[src/rtl/multicycle_control_unit_pkg.sv]
// Shared constants and types for the multi-cycle MIPS main controller:
// opcodes, FSM state encodings, datapath select codes and the bundled
// control vector passed from the output decoder to the top.
package multicycle_control_unit_pkg;

    // Opcodes understood by the controller (shared with decode_stage).
    localparam logic [5:0] RTYPE = 6'b000000;
    localparam logic [5:0] LW    = 6'b100011;
    localparam logic [5:0] SW    = 6'b101011;
    localparam logic [5:0] BEQ   = 6'b000100;
    localparam logic [5:0] J     = 6'b000010;
    localparam logic [5:0] ADDI  = 6'b001000;

    // FSM states; the 4-bit encoding is visible on the debug state port.
    typedef enum logic [3:0] {
        S_FETCH    = 4'd0,
        S_DECODE   = 4'd1,
        S_MEM_ADDR = 4'd2,
        S_MEM_RD   = 4'd3,
        S_MEM_WB   = 4'd4,
        S_MEM_WR   = 4'd5,
        S_EXEC     = 4'd6,
        S_R_WB     = 4'd7,
        S_BRANCH   = 4'd8,
        S_JUMP     = 4'd9,
        S_ADDI_EX  = 4'd10,
        S_ADDI_WB  = 4'd11
    } state_e;

    // ALU B-operand select.
    localparam logic [1:0] SRCB_REG    = 2'b00;
    localparam logic [1:0] SRCB_FOUR   = 2'b01;
    localparam logic [1:0] SRCB_IMM    = 2'b10;
    localparam logic [1:0] SRCB_IMM_SH = 2'b11;

    // ALU operation class.
    localparam logic [1:0] ALUOP_ADD   = 2'b00;
    localparam logic [1:0] ALUOP_SUB   = 2'b01;
    localparam logic [1:0] ALUOP_FUNCT = 2'b10;

    // Next-PC source.
    localparam logic [1:0] PCSRC_ALU    = 2'b00;
    localparam logic [1:0] PCSRC_ALUOUT = 2'b01;
    localparam logic [1:0] PCSRC_JUMP   = 2'b10;

    // Every datapath control line driven by the controller.
    typedef struct packed {
        logic       pc_write;
        logic       pc_write_cond;
        logic       i_or_d;
        logic       mem_read;
        logic       mem_write;
        logic       ir_write;
        logic       mem_to_reg;
        logic       reg_dst;
        logic       reg_write;
        logic       alu_src_a;
        logic [1:0] alu_src_b;
        logic [1:0] alu_op;
        logic [1:0] pc_source;
    } ctrl_t;

    function automatic logic opcode_known(input logic [5:0] op);
        return (op == RTYPE) || (op == LW) || (op == SW) ||
               (op == BEQ)   || (op == J)  || (op == ADDI);
    endfunction

endpackage

[src/rtl/multicycle_control_unit_if.sv]
// Controller <-> datapath bundle: opcode and memory handshake in,
// all mux selects / write enables / debug state out.
// master = controller side, slave = datapath (or bench) side.
interface multicycle_control_unit_if;
    logic [5:0] opcode;
    logic       mem_ready;
    logic       pc_write;
    logic       pc_write_cond;
    logic       i_or_d;
    logic       mem_read;
    logic       mem_write;
    logic       ir_write;
    logic       mem_to_reg;
    logic       reg_dst;
    logic       reg_write;
    logic       alu_src_a;
    logic [1:0] alu_src_b;
    logic [1:0] alu_op;
    logic [1:0] pc_source;
    logic [3:0] state;
    logic       illegal_opcode;

    modport master (
        input  opcode, mem_ready,
        output pc_write, pc_write_cond, i_or_d, mem_read, mem_write, ir_write,
               mem_to_reg, reg_dst, reg_write, alu_src_a, alu_src_b, alu_op,
               pc_source, state, illegal_opcode
    );

    modport slave (
        output opcode, mem_ready,
        input  pc_write, pc_write_cond, i_or_d, mem_read, mem_write, ir_write,
               mem_to_reg, reg_dst, reg_write, alu_src_a, alu_src_b, alu_op,
               pc_source, state, illegal_opcode
    );
endinterface

[src/rtl/multicycle_control_unit_decoder.sv]
// Purpose: combinational map of controller state (+ mem_ready) to control vector.
// Ports:   state, mem_ready in; ctrl (packed ctrl_t) out.
// Latency: zero (pure combinational); mem_ready only gates ir_write/pc_write in FETCH.
module control_output_decoder
    import multicycle_control_unit_pkg::*;
(
    input  state_e state,
    input  logic   mem_ready,
    output ctrl_t  ctrl
);

    always_comb begin
        ctrl = '0;
        case (state)
            S_FETCH: begin
                ctrl.mem_read  = 1'b1;
                ctrl.alu_src_b = SRCB_FOUR;
                ctrl.alu_op    = ALUOP_ADD;
                ctrl.pc_source = PCSRC_ALU;
                // Only commit PC+4 and the instruction word once the read lands,
                // so a wait-stated fetch updates them exactly once.
                ctrl.ir_write  = mem_ready;
                ctrl.pc_write  = mem_ready;
            end
            S_DECODE: begin
                ctrl.alu_src_b = SRCB_IMM_SH;
                ctrl.alu_op    = ALUOP_ADD;
            end
            S_MEM_ADDR, S_ADDI_EX: begin
                ctrl.alu_src_a = 1'b1;
                ctrl.alu_src_b = SRCB_IMM;
                ctrl.alu_op    = ALUOP_ADD;
            end
            S_MEM_RD: begin
                ctrl.mem_read = 1'b1;
                ctrl.i_or_d   = 1'b1;
            end
            S_MEM_WR: begin
                ctrl.mem_write = 1'b1;
                ctrl.i_or_d    = 1'b1;
            end
            S_MEM_WB: begin
                ctrl.reg_write  = 1'b1;
                ctrl.mem_to_reg = 1'b1;
            end
            S_EXEC: begin
                ctrl.alu_src_a = 1'b1;
                ctrl.alu_op    = ALUOP_FUNCT;
            end
            S_R_WB: begin
                ctrl.reg_write = 1'b1;
                ctrl.reg_dst   = 1'b1;
            end
            S_ADDI_WB: begin
                ctrl.reg_write = 1'b1;
            end
            S_BRANCH: begin
                ctrl.alu_src_a     = 1'b1;
                ctrl.alu_op        = ALUOP_SUB;
                ctrl.pc_write_cond = 1'b1;
                ctrl.pc_source     = PCSRC_ALUOUT;
            end
            S_JUMP: begin
                ctrl.pc_write  = 1'b1;
                ctrl.pc_source = PCSRC_JUMP;
            end
            default: ctrl = '0;
        endcase
    end

endmodule

[src/rtl/multicycle_control_unit.sv]
// Purpose: Moore main controller sequencing fetch/decode/execute/memory/writeback.
// Ports:   clock, reset (async, active-high); bus (master modport) carries opcode,
//          mem_ready in and all datapath controls, debug state, illegal_opcode out.
// Latency: LW 5, SW/R/ADDI 4, BEQ/J 3, illegal 2 cycles; +1 per mem_ready=0 in
//          FETCH/MEM_RD/MEM_WR (state holds, access strobes stay asserted).
module multicycle_control_unit
    import multicycle_control_unit_pkg::*;
(
    input  logic                        clock,
    input  logic                        reset,
    multicycle_control_unit_if.master   bus
);

    state_e     state_q;
    state_e     state_d;
    logic [5:0] opcode_q;
    ctrl_t      ctrl;
    ctrl_t      ctrl_out;
    logic       illegal;

    // Next-state logic.
    always_comb begin
        state_d = S_FETCH;
        case (state_q)
            S_FETCH:    state_d = bus.mem_ready ? S_DECODE : S_FETCH;
            S_DECODE: begin
                case (bus.opcode)
                    LW, SW:  state_d = S_MEM_ADDR;
                    RTYPE:   state_d = S_EXEC;
                    BEQ:     state_d = S_BRANCH;
                    J:       state_d = S_JUMP;
                    ADDI:    state_d = S_ADDI_EX;
                    default: state_d = S_FETCH;
                endcase
            end
            // The live opcode bus may already carry the next word; use the latch.
            S_MEM_ADDR: state_d = (opcode_q == LW) ? S_MEM_RD : S_MEM_WR;
            S_MEM_RD:   state_d = bus.mem_ready ? S_MEM_WB : S_MEM_RD;
            S_MEM_WR:   state_d = bus.mem_ready ? S_FETCH : S_MEM_WR;
            S_EXEC:     state_d = S_R_WB;
            S_ADDI_EX:  state_d = S_ADDI_WB;
            default:    state_d = S_FETCH;
        endcase
    end

    always_ff @(posedge clock or posedge reset) begin
        if (reset) begin
            state_q  <= S_FETCH;
            opcode_q <= '0;
        end else begin
            state_q <= state_d;
            if (state_q == S_DECODE) begin
                opcode_q <= bus.opcode;
            end
        end
    end

    control_output_decoder u_decoder (
        .state     (state_q),
        .mem_ready (bus.mem_ready),
        .ctrl      (ctrl)
    );

    // Only the DECODE state looks at the opcode, so unused state encodings
    // can never raise this flag.
    assign illegal = (state_q == S_DECODE) && !opcode_known(bus.opcode);

    // Reset kills every output combinationally, so no write enable can
    // glitch high in the cycle reset is raised.
    assign ctrl_out = reset ? '0 : ctrl;

    assign bus.pc_write       = ctrl_out.pc_write;
    assign bus.pc_write_cond  = ctrl_out.pc_write_cond;
    assign bus.i_or_d         = ctrl_out.i_or_d;
    assign bus.mem_read       = ctrl_out.mem_read;
    assign bus.mem_write      = ctrl_out.mem_write;
    assign bus.ir_write       = ctrl_out.ir_write;
    assign bus.mem_to_reg     = ctrl_out.mem_to_reg;
    assign bus.reg_dst        = ctrl_out.reg_dst;
    assign bus.reg_write      = ctrl_out.reg_write;
    assign bus.alu_src_a      = ctrl_out.alu_src_a;
    assign bus.alu_src_b      = ctrl_out.alu_src_b;
    assign bus.alu_op         = ctrl_out.alu_op;
    assign bus.pc_source      = ctrl_out.pc_source;
    assign bus.state          = reset ? 4'd0 : state_q;
    assign bus.illegal_opcode = illegal && !reset;

endmodule

[src/flat_wrapper.sv]
// flat-port wrapper written by rule: the top's interface ports become plain ports
module multicycle_control_unit_flat import multicycle_control_unit_pkg::*;
  (clock, reset, bus_opcode, bus_mem_ready, bus_pc_write, bus_pc_write_cond, bus_i_or_d, bus_mem_read, bus_mem_write, bus_ir_write, bus_mem_to_reg, bus_reg_dst, bus_reg_write, bus_alu_src_a, bus_alu_src_b, bus_alu_op, bus_pc_source, bus_state, bus_illegal_opcode);
  multicycle_control_unit_if bus_i ();
  input  logic clock;
  input  logic reset;
  input wire logic [$bits(bus_i.opcode)-1:0] bus_opcode;
  input wire logic [$bits(bus_i.mem_ready)-1:0] bus_mem_ready;
  output wire logic [$bits(bus_i.pc_write)-1:0] bus_pc_write;
  output wire logic [$bits(bus_i.pc_write_cond)-1:0] bus_pc_write_cond;
  output wire logic [$bits(bus_i.i_or_d)-1:0] bus_i_or_d;
  output wire logic [$bits(bus_i.mem_read)-1:0] bus_mem_read;
  output wire logic [$bits(bus_i.mem_write)-1:0] bus_mem_write;
  output wire logic [$bits(bus_i.ir_write)-1:0] bus_ir_write;
  output wire logic [$bits(bus_i.mem_to_reg)-1:0] bus_mem_to_reg;
  output wire logic [$bits(bus_i.reg_dst)-1:0] bus_reg_dst;
  output wire logic [$bits(bus_i.reg_write)-1:0] bus_reg_write;
  output wire logic [$bits(bus_i.alu_src_a)-1:0] bus_alu_src_a;
  output wire logic [$bits(bus_i.alu_src_b)-1:0] bus_alu_src_b;
  output wire logic [$bits(bus_i.alu_op)-1:0] bus_alu_op;
  output wire logic [$bits(bus_i.pc_source)-1:0] bus_pc_source;
  output wire logic [$bits(bus_i.state)-1:0] bus_state;
  output wire logic [$bits(bus_i.illegal_opcode)-1:0] bus_illegal_opcode;
  assign bus_i.opcode = bus_opcode;
  assign bus_i.mem_ready = bus_mem_ready;
  assign bus_pc_write = bus_i.pc_write;
  assign bus_pc_write_cond = bus_i.pc_write_cond;
  assign bus_i_or_d = bus_i.i_or_d;
  assign bus_mem_read = bus_i.mem_read;
  assign bus_mem_write = bus_i.mem_write;
  assign bus_ir_write = bus_i.ir_write;
  assign bus_mem_to_reg = bus_i.mem_to_reg;
  assign bus_reg_dst = bus_i.reg_dst;
  assign bus_reg_write = bus_i.reg_write;
  assign bus_alu_src_a = bus_i.alu_src_a;
  assign bus_alu_src_b = bus_i.alu_src_b;
  assign bus_alu_op = bus_i.alu_op;
  assign bus_pc_source = bus_i.pc_source;
  assign bus_state = bus_i.state;
  assign bus_illegal_opcode = bus_i.illegal_opcode;
  multicycle_control_unit u_core (.clock(clock), .reset(reset), .bus(bus_i));
endmodule
[config.mk]
export PLATFORM = sky130hd
export DESIGN_NAME = multicycle_control_unit_flat
export DESIGN_NICKNAME = d
export VERILOG_FILES = /design/src/rtl/multicycle_control_unit_pkg.sv /design/src/rtl/multicycle_control_unit_if.sv /design/src/rtl/multicycle_control_unit_decoder.sv /design/src/rtl/multicycle_control_unit.sv /design/src/flat_wrapper.sv
export SDC_FILE = /design/constraint.sdc
export NUM_CORES = 1
export LEC_CHECK = 0
export BUFFER_PORTS_ARGS = -buffer_cell sky130_fd_sc_hd__buf_4
export CORE_MARGIN = 10
export CORE_UTILIZATION = 35
export CTS_CLUSTER_SIZE = 20
export DETAILED_ROUTE_END_ITERATION = 12
export HOLD_SLACK_MARGIN = 0.1
export SYNTH_ARGS = -nofsm -noshare
export SYNTH_HDL_FRONTEND = slang
export SYNTH_SLANG_ARGS = --single-unit
[constraint.sdc]
create_clock -name clock -period 1.78 [get_ports clock]
set_input_delay 0.178 -clock clock [delete_from_list [all_inputs] [get_ports clock]]
set_output_delay 0.178 -clock clock [all_outputs]
set_load 0.005 [all_outputs]
==> results of run 1 <==
## registers in the layout (all words and copies together) (netlist names)
register	count
u_core.opcode_q	6
u_core.state_q	4
## cell families (layout without fill, tap and decap cells)
group / count (synthesis) / after routing / synth area share, %
AO/OA/AOI/OAI: 17 / 17 / 14.99
XOR/XNOR: 2 / 2 / 2.099
buffers and inverters: 13 / 47 / 8.095
flip-flops: 10 / 10 / 29.99
multiplexers: 6 / 6 / 8.095
AND/OR/NAND/NOR: 49 / 49 / 36.73
## report_power, final
part           internal, mW  total, mW  switching [mW]  leakage (nW)
registers             0.274      0.316          0.0420         0.118
logic                 0.132      0.236           0.104         0.363
clock network         0.124      0.206          0.0822        0.0210
total                 0.531      0.759           0.228         0.502
## what timing repair did
item | 4_1_cts | 5_1_grt
hold buffers | 1 | 0
resized for setup | 5 | 3
buffers inserted | 0 | 6
setup endpoints to repair | 7 | 12
hold endpoints to repair | 10 | 0
pin swaps | 0 | 0
## area by class of cell
class	count	area [um^2]	area share, %
Multi-Input combinational cell	74	545.5	45.85
Timing Repair Buffer	41	310.3	26.08
Sequential cell	10	255.2	21.45
Clock buffer	4	36.28	3.049
Tap cell	28	35.03	2.944
Inverter	2	7.507	0.6309
## stage by stage
stage | util (%) | instances
after floorplan | - | 97
after global placement | 47.68 | 148
after detailed placement | 47.68 | 148
after CTS | 50.53 | 153
after global routing | 53.28 | 159
final | 53.28 | 159
## worst max-delay path by stage
stage                                            from                     endpoint  slack (ns)  cells past startpoint
after floorplan           u_core.state_q[2]$_DFF_PP0_                bus_alu_op[0]        0.21                      5
after global placement    u_core.state_q[2]$_DFF_PP0_  u_core.state_q[2]$_DFF_PP0_        0.23                      3
after detailed placement  u_core.state_q[1]$_DFF_PP0_             bus_alu_src_b[1]        0.20                      4
after CTS                 u_core.state_q[0]$_DFF_PP0_                   bus_i_or_d       0.004                      4
after global routing      u_core.state_q[2]$_DFF_PP0_           bus_illegal_opcode      0.0009                      4
final                     u_core.state_q[3]$_DFF_PP0_           bus_illegal_opcode        0.10                      4
## cell usage in the layout (no fill, tap or decap), drive strengths merged, types with 2 or more instances in the layout
| master | count |
|---|---|
| o311ai | 2 |
| o21ai | 4 |
| nor2b | 7 |
| and3 | 3 |
| clkbuf | 4 |
| nor2 | 5 |
| nand2 | 2 |
| nand2b | 5 |
| nor3 | 10 |
| nor3b | 2 |
| inv | 2 |
| buf | 40 |
| nor4b | 2 |
| dfrtp | 10 |
| mux2 | 6 |
| nor4 | 7 |
| o211ai | 3 |
## metal layers
metal,vias to the layer above,share of wire (%),track usage [%]
met3,2,7.8,2.093
met5,-,0,0
met1,393,43,12.95
met4,0,0.70,2.956
li1,428,-,-
met2,21,49,15.55
==> results.txt, run 1 <==
Hold_sp: bus_opcode[2]
Hold path endpoint: u_core.opcode_q[2]$_DFFE_PP0P_
First-pass GRT wire length: 3822 um
Clk buf depth: 2
Max VDD drop: 486.2 uV
Total GRT Usage: 9.791%
R2R setup slack: 0.17 ns
Worst-Margin Slew: 0.3740 ns
Dpl ws: 0.1997 ns
Overflow after GRT: 0
Leakage power: 0.5023 nW
Area of the mapped netlist: 834.6 um^2
Avg Cell Area, Syn: 8.604 um^2
RSZ-0062 raised after global routing: no
Post-synth top area share: 29.99%
Ys async rst share: 100.0%
Number of global-route vias before repair: 842
Final worst-path setup slack: 0.1007 ns
CTS root buf: clkbuf_4
Final hold violation count: 0
End of the worst register-to-register path: u_core.state_q[2]$_DFF_PP0_
Most instantiated cells after synthesis: 10 x dfrtp_1, 10 x nor3_1, 7 x nor2b_1, 7 x nor4_1, 6 x mux2_2
Number of diodes: 0
Max-cap violations: 0
Via density: 5.308
CP peak stage delay: 0.46 ns
Final TNS setup: 0 ns
Rows: 17
Sinks on Clock Net: 10
Worst-path clk slew: 0.07 ns
Fmax: 595.5 MHz
CP cell instances: or2_2 > nor3_1 > and3_1 > buf_4
Number of flops mapped to enable cells by yosys: 0
Seq cells post-synth: 10
Clock Skew: 0.002801 ns
Area delta synth->final: 42.58%
HPWL after detailed placement: 1811 um
Delay-heaviest family, CP: simple AND/OR/NAND/NOR gates
Initial antenna violation count: 0
Final net count: 141
R2r startpoint: u_core.state_q[1]$_DFF_PP0_
Placed instance area: 1065 um^2
Final Cycle Share: 94.34%
Fin area: 1190 um^2
RD Place Congestion: 0.7704
Dominant cells by area after synthesis: dfrtp_1 30%, mux2_2 8.1%, nor3_1 6.0%, nor2b_1 5.2%, nor4_1 5.2%
Layout cells sized above 1: 45.80%
Setup Viol. Count Final: 0
Initial core utilization: 37.37%
Worst EP arrival: 1.50 ns
Warning count from the yosys run: 0
CP max stage cell: dfrtp_2
I/O Buffers: 29
Worst Hold Class: in -> reg
Die X: 68.83 um
WS Path Type: reg -> out
Synth unique cells: 36
Period minus WS final: 1.679 ns
Synth area leader: dfrtp_1
Hold path cells: 2
CTS Buf Count: 3
Cells on worst reg2reg path: 4
Final wirelength: 2430 um
Number of remaining DRC errors: 0
Die area: 4738 um^2
Worst-Skew Late Latency: 0.26 ns
CTS tree: yes
Critical Path RT: 1.60 ns
Startpoint Class: register
Final Max Tran Viols: 0
Height of the die: 68.83 um
PD cells: 637.8 nW/um^2
Setup crit end kind: primary output
Top_reg_cell synth: dfrtp_1
Synthesized Nets: 106
Fillers: 228
Pwr Total: 758.9 uW
Sequential fraction of the synthesis area: 29.99%
CTS H-tree lvls: 1
ANT nets after route: 0
Buffers and inverters on the worst path: 1
Hold WS: 0.1710 ns
Pin count of the biggest net entering global routing: 21
First DRT Iteration DRCs: 23
Mapped Cells: 97
Run status: finished clean
Via count: 844
Core Box Area: 2233 um^2
Worst-path maximum fanout: 8
IO Pins: 30
WL per Instance: 15.28 um
Worst relative slew slack: 75.04%
First-pass iteration count of the detailed router: 4
No activity file was read; power rests on OpenSTA's default activity.
==> run 2, diff against run 1 <==
- MAX_ROUTING_LAYER: unset -> met4
==> run 2 against run 1 <==
- global-route usage is 0.29 points higher
- critical path depth stayed put
- register-to-register slack hardly changed
- first-iteration DRC count is 4.3% lower
- combinational power hardly changed
- core utilization stayed put
- hold slack hardly changed
- clock skew is 0.00064 ns higher
- critical endpoint unchanged
- largest power group unchanged
==> results.txt, run 2 (same netlist as run 1, synthesis figures left out) <==
Dpl ws: 0.1997 ns (unchanged)
Worst Hold Class: in -> reg
Most frequent cells in the layout: 40 x buf_4, 10 x nor3_1, 7 x nor2b_1
Number of diodes: 0 (unchanged)
Commonest non-fill, non-tap cell in the layout: buf_4
Flop pwr share: 41.7% (about the same)
WS Path Type: reg -> out
Number of remaining DRC errors: 0 (unchanged)
Top Registers: u_core.opcode_q x6, u_core.state_q x4
Cells on worst reg2reg path: 4 (unchanged)
Via count: 846 (+0.24%)
Switch Pwr: 228.4 uW (about the same)
First-pass GRT wire length: 3815 um (-0.18%)
Worst-Skew Late Latency: 0.26 ns (about the same)
Layout cells sized above 1: 45.80% (unchanged)
Switch share: 30.10% (about the same)
WL per Instance: 15.28 um (unchanged)
CTS tree: yes
PD cells: 637.9 nW/um^2 (about the same)
Area delta synth->final: 42.58% (unchanged)
Clock Skew: 0.003441 ns (+0.0006402 ns)
IO Pins: 30 (unchanged)
CTS H-tree lvls: 1 (unchanged)
RSZ-0062 raised after global routing: no
Max FFs per register: 6 (unchanged)
Final Max Tran Viols: 0 (unchanged)
Max VDD drop: 485.3 uV (-0.17%)
CTS root buf: clkbuf_4
Die X: 68.83 um (unchanged)
Period minus WS final: 1.679 ns (-0.0001280 ns)
ANT nets after route: 0 (unchanged)
Initial core utilization: 37.37% (unchanged)
RD Place Congestion: 0.7808 (+1.3%)
Pint: 530.5 uW (about the same)
Core Box Area: 2233 um^2 (unchanged)
Setup Viol. Count Final: 0 (unchanged)
Sinks on Clock Net: 10 (unchanged)
Via density: 5.321 (+0.24%)
Final net count: 141 (unchanged)
Power share of the combinational group: 31.1% (about the same)
Final TNS setup: 0 ns (unchanged)
HPWL after detailed placement: 1811 um (unchanged)
Height of the die: 68.83 um (unchanged)
Setup crit end kind: primary output
Final worst-path setup slack: 0.1008 ns (+0.0001280 ns)
Overflow after GRT: 0 (unchanged)
Fmax: 595.5 MHz (about the same)
Rows: 17 (unchanged)
Pin count of the biggest net entering global routing: 21 (unchanged)
Initial antenna violation count: 0 (unchanged)
Leakage power: 0.5023 nW (unchanged)
Startpoint Class: register
Total GRT Usage: 10.08% (+0.29 points)
Top reg by flops: u_core.opcode_q
Worst relative slew slack: 74.98% (about the same)
First DRT Iteration DRCs: 22 (-4.3%)
I/O Buffers: 29 (unchanged)
Final Util: 53.28% (unchanged)
Worst EP arrival: 1.50 ns (about the same)
Fin area: 1190 um^2 (unchanged)
Die area: 4738 um^2 (unchanged)
Final hold violation count: 0 (unchanged)
Hold path cells: 2 (unchanged)
Worst-Margin Slew: 0.3749 ns (+0.0009151 ns)
Run status: finished clean
Final wirelength: 2430 um (unchanged)
First-pass iteration count of the detailed router: 4 (unchanged)
Clock share of power: 27.2% (about the same)
Worst-path maximum fanout: 8 (unchanged)
Placed instance area: 1065 um^2 (unchanged)
Critical Path RT: 1.60 ns (about the same)
Fillers: 228 (unchanged)
CTS Buf Count: 3 (unchanged)
Final Cycle Share: 94.34% (about the same)
Worst-path clk slew: 0.07 ns (about the same)
Max-cap violations: 0 (unchanged)
Clk buf depth: 2 (unchanged)
Number of global-route vias before repair: 842 (unchanged)
==> run 2: cell counts in the layout (fill, tap and decap cells not counted) <==
Identical to the previous run, type by type.
==> run 2: what timing repair did <==
action	CTS	global route
pin swaps	0	0
endpoints found under the setup margin	7	12
hold endpoints to repair	10	0
buffers inserted	0	6
hold buffers	1	0
gates cloned	0	0
gates resized for setup	5	3
==> run 2: area by class of cell <==
cell class | count | area [um^2] | share of cell area, %
Multi-Input combinational cell | 74 | 545.5 | 45.85
Timing Repair Buffer | 41 | 310.3 | 26.08
Sequential cell | 10 | 255.2 | 21.45
Clock buffer | 4 | 36.28 | 3.049
Tap cell | 28 | 35.03 | 2.944
Inverter | 2 | 7.507 | 0.6309
==> run 2: worst paths after layout <==
check                      slack [ns]                        endpoint                            from
setup / recovery                 0.10              bus_illegal_opcode     u_core.state_q[3]$_DFF_PP0_
hold / removal                   0.17  u_core.opcode_q[2]$_DFFE_PP0P_                   bus_opcode[2]
setup reg to reg                 0.17     u_core.state_q[2]$_DFF_PP0_     u_core.state_q[1]$_DFF_PP0_
hold reg to reg                  0.52  u_core.opcode_q[1]$_DFFE_PP0P_  u_core.opcode_q[1]$_DFFE_PP0P_
max in group asynchronous        0.92     u_core.state_q[2]$_DFF_PP0_                           reset
min in group asynchronous        0.57  u_core.opcode_q[2]$_DFFE_PP0P_                           reset
==> run 2: routing by layer <==
layer / share of wire [%] / global-route usage, % / up-vias / wire [um]
met5: 0 / - / - / 0
met4: 0.95 / 2.956 / 0 / 23
met3: 7.1 / 1.610 / 4 / 173
met2: 49 / 15.55 / 21 / 1179
met1: 43 / 13.23 / 392 / 1054
li1: - / - / 429 / -
==> run 2: worst max-delay path, stage by stage, from the launching register on <==
cell	delay, ns
dfrtp_2	0.46
or2_2	0.35
nor3_1	0.13
and3_1	0.19
buf_4	0.11
==> run 2: power groups by stage <==
stage	combinational [mW]	sequential [mW]	clock, mW
detailed placement	0.220	0.320	0
CTS	0.226	0.318	0.212
global route	0.263	0.323	0.221
global placement	0.216	0.317	0
finish	0.236	0.316	0.206
floorplan	0.155	0.294	0
==> run 2: per-stage QoR <==
step                hold WS (ns)  instances  power [mW]
floorplan                 0.2314         97      0.4489
global placement          0.2854        148      0.5331
detailed placement        0.2817        148      0.5397
CTS                       0.1668        153      0.7553
global route              0.1771        159      0.8070
finish                    0.1707        159      0.7590
==> run 3, diff against run 2 <==
- ABC_CLOCK_PERIOD_IN_PS: unset -> 1780
- CTS_BUF_LIST: unset -> sky130_fd_sc_hd__clkbuf_8
==> run 3 against run 2 <==
- count of clock-buffer cells in the layout is the same
- maximum frequency shrank 0.85%
- register-to-register slack gained 0.03 ns
- critical path depth is the same
- hold slack gained 0.024 ns
- die area is the same
- core utilization shrank 0.56 points
- flip-flop and latch count is the same
- total power grew 10%
- largest cell class unchanged
==> results.txt, run 3 (same netlist as run 1, synthesis figures left out) <==
Dpl ws: 0.1997 ns (unchanged)
Max-cap violations: 0 (unchanged)
CTS tree: yes
Number of global-route vias before repair: 828 (-1.7%)
ANT nets after route: 0 (unchanged)
I/O Buffers: 29 (unchanged)
Pin count of the biggest net entering global routing: 21 (unchanged)
Max VDD drop: 654.1 uV (+35%)
Initial core utilization: 37.37% (unchanged)
CP max stage cell: dfrtp_2
Clk buf depth: 2 (unchanged)
Via density: 5.280 (-0.76%)
CTS root buf: clkbuf_8
CP cell instances: or2_2 > nor3_1 > and3_1 > buf_4
HPWL after detailed placement: 1811 um (unchanged)
First DRT Iteration DRCs: 28 (+27%)
Power share of the combinational group: 27.7% (-3.4 points)
RD Place Congestion: 0.7808 (unchanged)
Critical Path RT: 1.60 ns (about the same)
Flop pwr share: 37.9% (-3.8 points)
Worst Hold Class: in -> reg
Final Max Tran Viols: 0 (unchanged)
Total GRT Usage: 10.38% (+0.30 points)
Via count: 829 (-2.0%)
Clock share of power: 34.4% (+7.2 points)
Final worst-path setup slack: 0.08646 ns (-0.01436 ns)
Final Cycle Share: 95.14% (+0.81 points)
Clock Skew: 0.005890 ns (+0.002448 ns)
First-pass GRT wire length: 3808 um (-0.18%)
Hold WS: 0.1946 ns (+0.02388 ns)
Fmax: 590.5 MHz (-0.85%)
Core Box Area: 2233 um^2 (unchanged)
Metal3 WL: 178 um (+2.9%)
Worst EP arrival: 1.52 ns (+0.02 ns)
Overflow after GRT: 0 (unchanged)
CP peak stage delay: 0.48 ns (+0.02 ns)
CTS H-tree lvls: 1 (unchanged)
Worst-path clk slew: 0.05 ns (-0.02 ns)
Max FFs per register: 6 (unchanged)
PD cells: 708.9 nW/um^2 (+11%)
Final net count: 139 (-1.4%)
Height of the die: 68.83 um (unchanged)
Number of diodes: 0 (unchanged)
Final TNS setup: 0 ns (unchanged)
Period minus WS final: 1.694 ns (+0.01436 ns)
Leakage power: 0.4976 nW (-0.94%)
Switch share: 28.20% (-1.9 points)
Area delta synth->final: 41.08%
Top reg by flops: u_core.opcode_q
WL per Instance: 15.05 um (-1.5%)
Commonest non-fill, non-tap cell in the layout: buf_4
Final wirelength: 2363 um (-2.8%)
First-pass iteration count of the detailed router: 4 (unchanged)
Buffers and inverters on the worst path: 1 (unchanged)
Routed met2 length: 1084 um (-8.1%)
Most frequent cells in the layout: 38 x buf_4, 10 x nor3_1, 7 x nor2b_1
Setup Viol. Count Final: 0 (unchanged)
M1 wire length: 1040 um (-1.3%)
CTS Buf Count: 3 (unchanged)
Switch Pwr: 235.4 uW (+3.0%)
Worst-Margin Slew: 0.3730 ns (-0.001873 ns)
Sinks on Clock Net: 10 (unchanged)
IO Pins: 30 (unchanged)
Final hold violation count: 0 (unchanged)
Die area: 4738 um^2 (unchanged)
Die X: 68.83 um (unchanged)
Layout cells sized above 1: 44.19% (-1.6 points)
Delay-heaviest family, CP: simple AND/OR/NAND/NOR gates
RSZ-0062 raised after global routing: no
WS Path Type: reg -> out
Number of remaining DRC errors: 0 (unchanged)
Worst relative slew slack: 75.10% (+0.13 points)
Startpoint Class: register
Rows: 17 (unchanged)
Worst-Skew Late Latency: 0.24 ns (-0.02 ns)
Initial antenna violation count: 0 (unchanged)
Top Registers: u_core.opcode_q x6, u_core.state_q x4
Top sig layer: met4
Worst-path maximum fanout: 10 (+2)
Run status: finished clean
Pint: 599.3 uW (+13%)
Setup crit end kind: primary output
==> run 3: power by group through the flow <==
stage               sequential (mW)  clock, mW  combinational [mW]
floorplan                     0.294          0               0.155
global placement              0.317          0               0.216
detailed placement            0.320          0               0.220
CTS                           0.317      0.292               0.223
global route                  0.322      0.303               0.258
finish                        0.316      0.287               0.231
==> run 3: layout make-up <==
class | count | area [um^2]
clock buffers | 4 | 55.05
flip-flops and latches | 10 | 255.2
multi-input cells | 74 | 529.3
repair buffers | 39 | 295.3
fillers | 223 | 1056
well taps | 28 | 35.03
inverters | 2 | 7.507
==> run 3: final timing paths <==
kind                                                 from                              to  slack, ns  cells after the start
setup / recovery              u_core.state_q[3]$_DFF_PP0_              bus_illegal_opcode       0.09                      4
hold / removal                              bus_opcode[2]  u_core.opcode_q[2]$_DFFE_PP0P_       0.19                      2
hold reg to reg            u_core.opcode_q[1]$_DFFE_PP0P_  u_core.opcode_q[1]$_DFFE_PP0P_       0.51                      1
max in group asynchronous                           reset     u_core.state_q[2]$_DFF_PP0_       0.89                      3
setup reg to reg              u_core.state_q[1]$_DFF_PP0_     u_core.state_q[2]$_DFF_PP0_       0.20                      4
min in group asynchronous                           reset  u_core.opcode_q[2]$_DFFE_PP0P_       0.59                      3
==> run 3: metal layers <==
layer | global-route usage, % | vias up
li1 | - | 425
met1 | 13.32 | 373
met2 | 15.09 | 24
met3 | 2.093 | 7
met4 | 5.172 | 0
met5 | - | -
==> run 3: per-stage QoR <==
stage / area, um^2 / util, % / std cells / total power [mW]
after floorplan: 834.6 / - / 97 / 0.4489
after global placement: 1065 / 47.68 / 148 / 0.5331
after detailed placement: 1065 / 47.68 / 148 / 0.5397
after CTS: 1139 / 50.98 / 153 / 0.8324
after global routing: 1177 / 52.72 / 157 / 0.8823
final: 1177 / 52.72 / 157 / 0.8347
==> run 3: worst reg2reg max path, stage by stage, from the launching register on <==
cell and delay [ns]:
dfrtp_2 0.45, buf_4 0.19, or4bb_1 0.49, a31oi_1 0.23, a311o_2 0.14
==> run 3: repair_timing <==
item / 4_1_cts / 5_1_grt
endpoints found under the hold margin: 10 / 0
resized for setup: 3 / 3
hold buffers: 1 / 0
setup buffers: 0 / 4
endpoints found under the setup margin: 6 / 10
